[src/rtl/conv_window_sequencer_pkg.sv]
// Shared types and derived-dimension helpers for the convolution window sequencer.
package conv_window_sequencer_pkg;

  typedef enum logic [1:0] {
    ST_IDLE  = 2'd0,
    ST_RUN   = 2'd1,
    ST_DRAIN = 2'd2,
    ST_DONE  = 2'd3
  } seq_state_e;

  // Output map extent along one axis for a valid (unpadded) convolution.
  function automatic int out_dim(input int map_dim, input int k);
    return map_dim - k + 1;
  endfunction

  function automatic int tap_count(input int k);
    return k * k;
  endfunction

endpackage

[src/rtl/conv_tag_delay.sv]
// RD_LAT-deep shift register aligning read tags with RAM read data; MSB of the tag is its valid bit.
module conv_tag_delay #(
  parameter int RD_LAT = 1,
  parameter int W      = 4
) (
  input  logic         clock,
  input  logic         reset,
  input  logic [W-1:0] tag_in,
  output logic [W-1:0] tag_out,
  output logic         inflight
);

  logic [W-1:0] stage_q [RD_LAT];
  logic [W-1:0] stage_d [RD_LAT];

  always_comb begin
    stage_d[0] = tag_in;
    for (int i = 1; i < RD_LAT; i++) begin
      stage_d[i] = stage_q[i-1];
    end
  end

  always_ff @(posedge clock or posedge reset) begin
    if (reset) begin
      for (int i = 0; i < RD_LAT; i++) begin
        stage_q[i] <= '0;
      end
    end else begin
      for (int i = 0; i < RD_LAT; i++) begin
        stage_q[i] <= stage_d[i];
      end
    end
  end

  assign tag_out = stage_q[RD_LAT-1];

  // Reads still in flight after the coming shift; the output stage is leaving.
  always_comb begin
    inflight = 1'b0;
    for (int i = 0; i < RD_LAT - 1; i++) begin
      inflight = inflight | stage_q[i][W-1];
    end
  end

endmodule

[src/rtl/conv_window_sequencer.sv]
// Sequences port-A reads of a KxK sliding window over the input map and tags them for the MAC.
// Optional CONV_SEQ_PERF_EN adds a saturating stall_cycles counter output.
module conv_window_sequencer
  import conv_window_sequencer_pkg::*;
#(
  parameter int IN_FEATURE_ADDR_WIDTH = 11,
  parameter int MAP_W  = 32,
  parameter int MAP_H  = 32,
  parameter int K      = 5,
  parameter int RD_LAT = 1
) (
  input  logic                             clock,
  input  logic                             reset,
  input  logic                             enable,
  input  logic                             start,
  input  logic                             stall,
  input  logic [IN_FEATURE_ADDR_WIDTH-1:0] cfg_base,
  output logic                             in_feature_rden_a,
  output logic [IN_FEATURE_ADDR_WIDTH-1:0] in_feature_addr_a,
  output logic                             mac_valid,
  output logic                             mac_first,
  output logic                             mac_last,
  output logic [IN_FEATURE_ADDR_WIDTH-1:0] out_pix_idx,
  output logic                             busy,
  output logic                             done
`ifdef CONV_SEQ_PERF_EN
  ,
  output logic [31:0]                      stall_cycles
`endif
);

  localparam int AW    = IN_FEATURE_ADDR_WIDTH;
  localparam int OUT_W = out_dim(MAP_W, K);
  localparam int OUT_H = out_dim(MAP_H, K);
  localparam int CW    = $clog2((MAP_W > MAP_H) ? MAP_W : MAP_H) + 1;
  localparam int TW    = AW + 3;
  localparam logic [CW-1:0] KM1 = CW'(K - 1);
  localparam logic [CW-1:0] OXM = CW'(OUT_W - 1);
  localparam logic [CW-1:0] OYM = CW'(OUT_H - 1);
  localparam logic [CW-1:0] ONE = CW'(1);

  seq_state_e    state_q, state_d;
  logic [CW-1:0] kx_q, kx_d, ky_q, ky_d, ox_q, ox_d, oy_q, oy_d;
  logic [AW-1:0] base_q, base_d;
  logic          busy_q, busy_d, done_q, done_d;

  logic          issue, accept, last_tap, inflight;
  logic [AW-1:0] rd_addr, pix;
  logic [TW-1:0] tag_in, tag_out;

  always_comb begin
    state_d = state_q;
    kx_d    = kx_q;
    ky_d    = ky_q;
    ox_d    = ox_q;
    oy_d    = oy_q;
    base_d  = base_q;
    issue   = (state_q == ST_RUN) && enable && !stall;
    accept  = (state_q == ST_IDLE) && start && enable;
    last_tap = (kx_q == KM1) && (ky_q == KM1) && (ox_q == OXM) && (oy_q == OYM);

    unique case (state_q)
      ST_IDLE: begin
        if (accept) begin
          state_d = ST_RUN;
          kx_d    = '0;
          ky_d    = '0;
          ox_d    = '0;
          oy_d    = '0;
          base_d  = cfg_base;
        end
      end
      ST_RUN: begin
        if (issue) begin
          // kx innermost, then ky, then ox, then oy
          if (kx_q != KM1) begin
            kx_d = kx_q + ONE;
          end else begin
            kx_d = '0;
            if (ky_q != KM1) begin
              ky_d = ky_q + ONE;
            end else begin
              ky_d = '0;
              if (ox_q != OXM) begin
                ox_d = ox_q + ONE;
              end else begin
                ox_d = '0;
                oy_d = (oy_q != OYM) ? oy_q + ONE : '0;
              end
            end
          end
          if (last_tap) state_d = ST_DRAIN;
        end
      end
      ST_DRAIN: begin
        if (!inflight) state_d = ST_DONE;
      end
      ST_DONE: begin
        state_d = ST_IDLE;
      end
      default: begin
        state_d = ST_IDLE;
      end
    endcase

    busy_d = (state_d != ST_IDLE);
    done_d = (state_d == ST_DONE);
  end

  always_ff @(posedge clock or posedge reset) begin
    if (reset) begin
      state_q <= ST_IDLE;
      kx_q    <= '0;
      ky_q    <= '0;
      ox_q    <= '0;
      oy_q    <= '0;
      base_q  <= '0;
      busy_q  <= 1'b0;
      done_q  <= 1'b0;
    end else begin
      state_q <= state_d;
      kx_q    <= kx_d;
      ky_q    <= ky_d;
      ox_q    <= ox_d;
      oy_q    <= oy_d;
      base_q  <= base_d;
      busy_q  <= busy_d;
      done_q  <= done_d;
    end
  end

  // Address wraps modulo the RAM size by truncation.
  always_comb begin
    rd_addr = base_q + AW'(32'(oy_q + ky_q) * MAP_W + 32'(ox_q + kx_q));
    pix     = AW'(32'(oy_q) * OUT_W + 32'(ox_q));
    tag_in  = issue ? {1'b1, (kx_q == '0) && (ky_q == '0), (kx_q == KM1) && (ky_q == KM1), pix}
                    : '0;
  end

  conv_tag_delay #(
    .RD_LAT (RD_LAT),
    .W      (TW)
  ) u_tag_delay (
    .clock    (clock),
    .reset    (reset),
    .tag_in   (tag_in),
    .tag_out  (tag_out),
    .inflight (inflight)
  );

  assign in_feature_rden_a = issue;
  assign in_feature_addr_a = (state_q == ST_RUN) ? rd_addr : '0;
  assign {mac_valid, mac_first, mac_last, out_pix_idx} = tag_out;
  assign busy = busy_q;
  assign done = done_q;

`ifdef CONV_SEQ_PERF_EN
  logic [31:0] stall_cnt_q, stall_cnt_d;

  always_comb begin
    stall_cnt_d = stall_cnt_q;
    if (accept) begin
      stall_cnt_d = '0;
    end else if ((state_q == ST_RUN) && !issue && (stall_cnt_q != '1)) begin
      stall_cnt_d = stall_cnt_q + 32'd1;
    end
  end

  always_ff @(posedge clock or posedge reset) begin
    if (reset) stall_cnt_q <= '0;
    else       stall_cnt_q <= stall_cnt_d;
  end

  assign stall_cycles = stall_cnt_q;
`endif

endmodule

[config.mk]
export PLATFORM = sky130hd
export DESIGN_NAME = conv_window_sequencer
export DESIGN_NICKNAME = d
export VERILOG_FILES = /design/src/rtl/conv_window_sequencer_pkg.sv /design/src/rtl/conv_tag_delay.sv /design/src/rtl/conv_window_sequencer.sv
export SDC_FILE = /design/constraint.sdc
export NUM_CORES = 1
export LEC_CHECK = 0
export BUFFER_PORTS_ARGS = -buffer_cell sky130_fd_sc_hd__buf_2
export CAP_MARGIN = 20
export CORE_UTILIZATION = 64
export CTS_BUF_LIST = sky130_fd_sc_hd__clkbuf_16
export DETAILED_ROUTE_END_ITERATION = 12
export HOLD_SLACK_MARGIN = 0.05
export PLACE_DENSITY_LB_ADDON = 0.05
export RECOVER_POWER = 50
export SKIP_LAST_GASP = 1
export SLEW_MARGIN = 20
export SYNTH_ARGS = -nofsm -noshare
export SYNTH_HDL_FRONTEND = slang
export SYNTH_SLANG_ARGS = --single-unit
[constraint.sdc]
create_clock -name clock -period 6.9 [get_ports clock]
set_clock_uncertainty 0.15 [all_clocks]
set_input_delay 1.38 -clock clock [delete_from_list [all_inputs] [get_ports clock]]
set_output_delay 1.38 -clock clock [all_outputs]
set_load 0.02 [all_outputs]
==> impl_metrics.csv, run 1 <==
group,metric,value,unit
floorplanning,die_h,79.0,um
clocking,insertion_delay,290,ps
global_route,overflow,0,
clocking,cts_root_buffer,"clkbuf_16",
global_route,antenna_found_initial,0,
clocking,cts_tree,"built",
clocking,postCtsHoldBufs,0,
critical_path,cp-end-kind,"primary output",
timing,rsz0062_at_grt,"no",
timing,setup_tns,0,ps
logic_synthesis,netlist_instances,381,
floorplanning,io_pins,44,
critical_path,path_max_fanout,9,
routing,ant_nets,0,
global_route,grt_pass1_wl,12600,um
clocking,cts_buffers,5,
critical_path,worstPathArrival,3850,ps
logic_synthesis,avgSynthCellArea,9.95,um2
logic_synthesis,async_flop_share,100,%
routing,drc,0,
floorplanning,num_rows,27,
logic_synthesis,ys_seq_area_share,35.0,%
layout,syn_to_final_growth,10.9,%
clocking,clkTransAtPathRegs,70,ps
clocking,cts_setup_buffers,0,
layout,finish.net_count,503,
floorplanning,die_w,79.0,um
status,violations,"capacitance limit, slew limit",
logic_synthesis,syn_area,3790,um2
logic_synthesis,ys_top_cells_by_area,"dfrtp_1 35%, ha_1 16%, fa_1 8.5%, xnor2_1 5.1%, nor2_1 3.9%",
clocking,cts_resized,0,
critical_path,required,5370,ps
timing,setup_viol,0,
timing,finalHoldViolCount,0,
place,place_congestion,0.877,
routing,drt_pass1_iterations,4,
critical_path,crit_type,"register to primary output",
timing,slew-limit-headroom,-91.5,%
min_path,hp-class,"register to register",
timing,post-route-min-period,5380,ps
logic_synthesis,yosys.area.top_type,"dfrtp_1",
routing,via_per_inst,5.60,
clocking,cts_htree_levels,2,
routing,wl_per_cell,14.6,um
timing,final_max_slew_viol_count,54,
run,max_cap_violations,1,
logic_synthesis,ys_ff_latch,53,
floorplanning,core,5610,um2
logic_synthesis,syn-num-nets,460,
global_route,grt_pass1_vias,2682,
layout,drive_gt1_share,15.8,%
timing,tightest_slew,2870,ps
status,outcome,"finished, violations left",
place,place.port_buffers,43,
logic_synthesis,synth_top_area_share,35.0,%
logic_synthesis,yosysWarningCount,0,
place,dp_hpwl,5500,um
global_route,grt_start_max_net_pins,54,
routing,drt_iter0_markers,150,
logic_synthesis,ys.flop_type,"dfrtp_1",
logic_synthesis,ys_types,50,
timing,max_freq,186,MHz
critical_path,start_kind,"register",
global_route,grt_usage,26.0,%
layout,diodes,0,
floorplanning,start_util,67.6,%
routing,wl,7280,um
clocking,cts_buffer_depth,2,
routing,vias,2782,
timing,finalCritPeriodShare,78.0,%
clocking,cts_num_sinks,53,
floorplanning,die-area,6230,um2
logic_synthesis,synth_edf_count,0,
-- sequential cells by signal (all words and copies together) (netlist names) --
signal,count
kx_q,6
u_tag_delay.tag_out,14
done,1
busy,1
oy_q,6
ox_q,6
base_q,11
ky_q,6
state_q,2
-- kinds of logic (layout without fill, tap and decap cells) --
logic type | count (synthesis) | after routing | share of synthesized area [%]
AO/OA/AOI/OAI | 61 | 61 | 10.0
adder cells (fa/ha/maj) | 63 | 63 | 24.0
multiplexers | 7 | 7 | 2.08
XOR/XNOR | 33 | 33 | 7.63
buffers and inverters | 48 | 92 | 5.18
flip-flops | 53 | 53 | 35.0
AND/OR/NAND/NOR | 116 | 116 | 16.1
-- metal layers --
metal	vias to the layer above	part of all wire, %	global-route usage [%]
li1	1367	-	-
met1	1346	49	36.7
met2	60	47	42.5
met3	9	3.0	3.45
met4	0	1.4	6.73
met5	-	0	0
-- layout by cell type (no fill, tap or decap), types with 2 or more instances in the layout --
master / synthesis / layout
nand4_1: 10 / 10
clkbuf_16: 0 / 5
nor2_1: 39 / 39
a21oi_1: 14 / 14
xnor2_1: 22 / 22
buf_2: 1 / 43
nor2b_1: 6 / 6
dfrtp_1: 53 / 53
o21bai_1: 2 / 2
nor3_1: 3 / 3
nor4b_2: 2 / 2
ha_1: 47 / 47
inv_1: 38 / 39
o211a_1: 2 / 2
mux2_2: 7 / 7
or3_1: 2 / 2
and3_1: 4 / 4
a211oi_1: 2 / 2
nand2b_1: 5 / 5
nand3_1: 8 / 8
xor2_1: 11 / 11
a21o_1: 5 / 5
o21ai_1: 10 / 10
fa_1: 16 / 16
o21ai_0: 17 / 17
clkbuf_1: 4 / 2
nand2_1: 18 / 18
clkinvlp_4: 0 / 2
and2_1: 7 / 6
-- through the flow --
stage                     utilization [%]  std cells  area, um2  hold slack (ps)  setup WS, ps
after floorplan                         -        381       3790              337          1980
after global placement               72.7        489       4080              364          1900
after detailed placement             72.7        489       4080              361          1850
after CTS                            75.4        497       4230              380          1510
after global routing                 75.0        497       4200              382          1320
final                                75.0        497       4200              377          1520
-- cell usage after synthesis (2+ instances only) --
| cell | number |
|---|---|
| nor3_1 | 3 |
| and2_1 | 7 |
| nand4_1 | 10 |
| a211oi_1 | 2 |
| nand2_1 | 18 |
| a21oi_1 | 14 |
| o21ai_1 | 10 |
| buf_4 | 4 |
| inv_1 | 38 |
| nand3_1 | 8 |
| o21bai_1 | 2 |
| clkbuf_1 | 4 |
| mux2_2 | 7 |
| fa_1 | 16 |
| o211a_1 | 2 |
| dfrtp_1 | 53 |
| and3_1 | 4 |
| a21o_1 | 5 |
| nor2_1 | 39 |
| xnor2_1 | 22 |
| ha_1 | 47 |
| xor2_1 | 11 |
| nand2b_1 | 5 |
| or3_1 | 2 |
| nor4b_2 | 2 |
| nor2b_1 | 6 |
| o21ai_0 | 17 |
-- final cells by class --
class | instances | area (um2)
multi-input combinational | 280 | 2270
fill | 408 | 1400
sequential | 53 | 1330
timing repair buffer | 45 | 223
inverter | 39 | 146
clock buffer | 5 | 125
tap | 72 | 90.1
clock inverter | 3 | 26.3
-- worst max-delay path, stage by stage (launching register included) --
cell	delay, ps
dfrtp_1	490
ha_1	260
fa_1	410
xor2_1	160
ha_1	280
ha_1	290
ha_1	220
or3_4	390
o211a_1	240
or3_1	360
and3_1	180
nor3_2	90
buf_2	180
-- worst paths after layout --
check / start / endpoint / slack [ps] / cells past startpoint
hold reg to reg: base_q[9]$_DFFE_PP0P_ / base_q[9]$_DFFE_PP0P_ / 380 / 1
setup / recovery: oy_q[0]$_DFFE_PP0P_ / in_feature_addr_a[10] / 1520 / 12
min in group asynchronous: reset / u_tag_delay.tag_out[6]$_DFF_PP0_ / 2010 / 3
setup reg to reg: state_q[0]$_DFF_PP0_ / ox_q[5]$_DFFE_PP0P_ / 3500 / 8
hold / removal: base_q[9]$_DFFE_PP0P_ / base_q[9]$_DFFE_PP0P_ / 380 / 1
max in group asynchronous: reset / kx_q[2]$_DFFE_PP0P_ / 2960 / 3
Power of run 1 is not shown: default switching activity piles up to over one toggle a cycle in this logic, so the estimate is an artifact.
==> run 2, diff against run 1 <==
Settings changed: CORE_UTILIZATION 64 to 59.
Clock period 6.9 ns to 5.05 ns, I/O delays scaled along.
==> impl_metrics.csv, run 2 (synthesis results as in run 1) <==
group,metric,value,unit
status,outcome,"finished, violations left",
status,violations,"capacitance limit, slew limit",
floorplanning,die_h,82.1,um
clocking,cts_buffers,5,
timing,tightest_slew,2880,ps
floorplanning,die_w,82.1,um
timing,finalCritPeriodShare,96.7,%
critical_path,required,3890,ps
critical_path,path_max_fanout,4,
timing,slew-limit-headroom,-91.8,%
critical_path,start_kind,"register",
critical_path,cp-end-kind,"primary output",
global_route,antenna_found_initial,0,
floorplanning,core,6060,um2
clocking,clkTransAtPathRegs,70,ps
floorplanning,io_pins,44,
floorplanning,start_util,62.5,%
routing,via_per_inst,5.58,
timing,setup_viol,0,
layout,design_area,4270,um2
routing,vias,2824,
floorplanning,num_rows,28,
min_path,hp-class,"register to register",
clocking,insertion_delay,290,ps
routing,ant_nets,0,
timing,post-route-min-period,4880,ps
run,max_cap_violations,1,
critical_path,crit_type,"register to primary output",
clocking,cts_htree_levels,2,
place,dp_hpwl,5530,um
critical_path,worstPathArrival,3720,ps
routing,drt_iter0_markers,250,
timing,rsz0062_at_grt,"no",
timing,finalHoldViolCount,0,
routing,wl,7490,um
clocking,postCtsHoldBufs,0,
place,place_congestion,0.841,
min_path,worstHoldStart,"base_q[8]$_DFFE_PP0P_",
place,place.port_buffers,43,
place,dpl-instance-area,4100,um2
layout,finish.net_count,509,
layout,drive_gt1_share,16.0,%
layout,layout_commonest_cell,"dfrtp_1",
routing,wl_per_cell,14.8,um
routing,drt_pass1_iterations,4,
layout,final_cell_mix,"51 x dfrtp_1, 47 x ha_1, 39 x nor2_1, 39 x inv_1, 36 x buf_2",
global_route,grt_pass1_vias,2706,
critical_path,crit_path_start,"ky_q[0]$_DFFE_PP0P_",
timing,max_freq,205,MHz
global_route,grt_usage,24.6,%
floorplanning,die-area,6750,um2
layout,largest_reg_flops,14,
clocking,cts_num_sinks,53,
timing,final_max_slew_viol_count,54,
layout,diodes,0,
routing,drc,0,
clocking,cts_root_buffer,"clkbuf_16",
critical_path,rr_startpoint,"state_q[1]$_DFF_PP0_",
clocking,cts_tree,"built",
layout,syn_to_final_growth,12.6,%
global_route,grt_pass1_wl,12500,um
global_route,overflow,0,
timing,setup_tns,0,ps
global_route,grt_start_max_net_pins,54,
clocking,cts_buffer_depth,2,
## run 2: changes by cell type in the layout (fill, tap and decap cells not counted)
cell        delta
buf_4          +6
dfrtp_2        +2
clkinv_4       +1
and2_0         -1
bufinv_16      +1
clkinvlp_4     -2
dfrtp_1        -2
inv_2          +1
a21oi_1        -1
a21oi_2        +1
inv_8          -1
clkbuf_1       +7
and2_1         +1
buf_2          -7
## run 2: final timing paths
kind,end,slack (ps),cells after the start
setup / recovery,in_feature_addr_a[10],170,12
hold / removal,base_q[8]$_DFFE_PP0P_,380,1
setup reg to reg,ox_q[5]$_DFFE_PP0P_,1690,8
hold reg to reg,base_q[8]$_DFFE_PP0P_,380,1
max in group asynchronous,oy_q[1]$_DFFE_PP0P_,1260,3
min in group asynchronous,u_tag_delay.tag_out[5]$_DFF_PP0_,1650,3
## run 2: stage by stage
stage	hold WS [ps]	setup slack, ps	cells	utilization [%]
2_1_floorplan	337	498	381	-
3_3_place_gp	363	424	495	67.7
3_5_place_dp	366	374	495	67.7
4_1_cts	384	31.9	503	70.4
5_1_grt	387	0.885	506	70.4
6_report	382	169	506	70.4
## run 2: cell type report
cell class | instances | area (um2)
Clock buffer | 5 | 125
Clock inverter | 3 | 42.5
Fill cell | 457 | 1790
Inverter | 39 | 146
Multi-Input combinational cell | 280 | 2270
Sequential cell | 53 | 1330
Tap cell | 75 | 93.8
Timing Repair Buffer | 51 | 259
## run 2: worst max-delay path, stage by stage, from the launching register on
cell and delay, ps:
dfrtp_1 410, ha_1 240, fa_1 400, xor2_1 160
ha_1 270, ha_1 290, ha_1 230, or3_4 390
o211a_1 230, or3_1 360, and3_1 180, nor3_2 90
buf_2 180
## run 2: metal layers
| layer | global-route usage [%] | vias up | share of wire (%) |
|---|---|---|---|
| li1 | - | 1385 | - |
| met2 | 40.8 | 73 | 47 |
| met3 | 4.18 | 10 | 4.0 |
| met4 | 5.09 | 0 | 0.99 |
| met5 | 0 | - | 0 |
| met1 | 33.7 | 1356 | 48 |
## run 2: repair_timing
action	CTS	global route
buffers inserted	0	3
setup endpoints to repair	0	1
gates resized for setup	0	3
Power of run 2 is left out for the same reason.
==> run 3, diff against run 2 <==
Settings changed: RECOVER_POWER 50 to unset.
==> impl_metrics.csv, run 3 (synthesis results as in run 1) <==
group,metric,value,unit
timing,slew-limit-headroom,42.5,%
routing,wl,7470,um
routing,wl_per_cell,14.8,um
timing,setup_viol,0,
timing,max_freq,205,MHz
status,outcome,"finished clean",
layout,final_cell_mix,"51 x dfrtp_1, 47 x ha_1, 43 x buf_2",
layout,largest_reg_flops,14,
timing,post-route-min-period,4880,ps
timing,rsz0062_at_grt,"no",
layout,fin_util,70.9,%
place,dp_hpwl,5530,um
critical_path,path_max_fanout,4,
global_route,grt_start_max_net_pins,54,
clocking,clkTransAtPathRegs,70,ps
routing,drt_iter0_markers,229,
clocking,cts_tree,"built",
run,max_cap_violations,0,
timing,finalCritPeriodShare,96.6,%
clocking,insertion_delay,290,ps
layout,fin_cells,506,
floorplanning,core,6060,um2
clocking,cts_num_sinks,53,
timing,setup_tns,0,ps
layout,syn_to_final_growth,13.4,%
global_route,antenna_found_initial,0,
layout,multi_input_area,2290,um2
clocking,cts_root_buffer,"clkbuf_16",
place,dpl.cell_count,495,
layout,drive_gt1_share,18.6,%
routing,via_per_inst,5.51,
critical_path,rr_startpoint,"state_q[0]$_DFF_PP0_",
clocking,cts_htree_levels,2,
floorplanning,io_pins,44,
clocking,cts_buffer_depth,2,
floorplanning,die-area,6750,um2
place,dpl-instance-area,4100,um2
global_route,grt_usage,24.6,%
floorplanning,start_util,62.5,%
layout,design_area,4300,um2
floorplanning,die_w,82.1,um
timing,finalHoldViolCount,0,
critical_path,cp-end-kind,"primary output",
place,place.port_buffers,43,
routing,drc,0,
global_route,grt_pass1_vias,2706,
place,place_congestion,0.841,
critical_path,crit_type,"register to primary output",
min_path,worstHoldStart,"base_q[8]$_DFFE_PP0P_",
global_route,overflow,0,
routing,ant_nets,0,
global_route,grt_pass1_wl,12500,um
global_route,use_met1,33.7,%
critical_path,crit_path_start,"ky_q[0]$_DFFE_PP0P_",
global_route,grt_busiest_layer,"met2",
timing,final_max_slew_viol_count,0,
critical_path,worstPathArrival,3720,ps
layout,finish.net_count,509,
global_route,gr-usage-met2,40.8,%
clocking,cts_buffers,5,
routing,drt_pass1_iterations,4,
timing,tightest_slew,863,ps
critical_path,start_kind,"register",
critical_path,required,3890,ps
floorplanning,num_rows,28,
min_path,hp-class,"register to register",
floorplanning,die_h,82.1,um
layout,regArea,1330,um2
routing,vias,2789,
layout,layout_commonest_cell,"dfrtp_1",
layout,fillerInstances,447,
layout,diodes,0,
global_route,grt_use_met3,4.18,%
[run 3: changes by cell type in the layout (fill, tap and decap cells not counted)]
cell / change
nor4bb_1: -1
inv_2: +1
clkbuf_1: -9
buf_4: +2
inv_1: -1
buf_2: +7
nor4bb_4: +1
[run 3: through the flow]
stage / hold WS (ps) / setup WS, ps
2_1_floorplan: 337 / 498
3_3_place_gp: 363 / 424
3_5_place_dp: 366 / 374
4_1_cts: 384 / 31.9
5_1_grt: 387 / 0.870
6_report: 382 / 170
[run 3: layout make-up]
type | instances | area share, %
Clock inverter | 3 | 0.990
Inverter | 39 | 3.41
Clock buffer | 5 | 2.91
Timing Repair Buffer | 51 | 6.40
Tap cell | 75 | 2.18
Sequential cell | 53 | 30.9
Multi-Input combinational cell | 280 | 53.2
[run 3: critical path: stages, from the launching register on]
cell     delay, ps
dfrtp_1        410
ha_1           240
fa_1           400
xor2_1         160
ha_1           270
ha_1           290
ha_1           230
or3_4          390
o211a_1        230
or3_1          360
and3_1         180
nor3_2          90
buf_2          180
[run 3: final timing paths]
| check | to | slack, ps | depth (start not counted) |
|---|---|---|---|
| max in group asynchronous | oy_q[1]$_DFFE_PP0P_ | 3510 | 3 |
| setup / recovery | in_feature_addr_a[10] | 170 | 12 |
| setup reg to reg | ox_q[5]$_DFFE_PP0P_ | 1710 | 8 |
| min in group asynchronous | u_tag_delay.tag_out[5]$_DFF_PP0_ | 750 | 3 |
| hold / removal | base_q[8]$_DFFE_PP0P_ | 380 | 1 |
| hold reg to reg | base_q[8]$_DFFE_PP0P_ | 380 | 1 |
[run 3: routing by layer]
| metal | wire, um | up-vias |
|---|---|---|
| met5 | 0 | - |
| met4 | 51 | 0 |
| met3 | 322 | 4 |
| met2 | 3580 | 62 |
| met1 | 3520 | 1342 |
| li1 | - | 1381 |
[run 3: repair_timing]
item | in CTS | in global routing
hold endpoints to repair | 0 | 0
endpoints found under the setup margin | 0 | 1
setup buffers | 0 | 3
gates resized for setup | 0 | 3
hold buffers | 0 | 0
Power of run 3 is left out for the same reason.
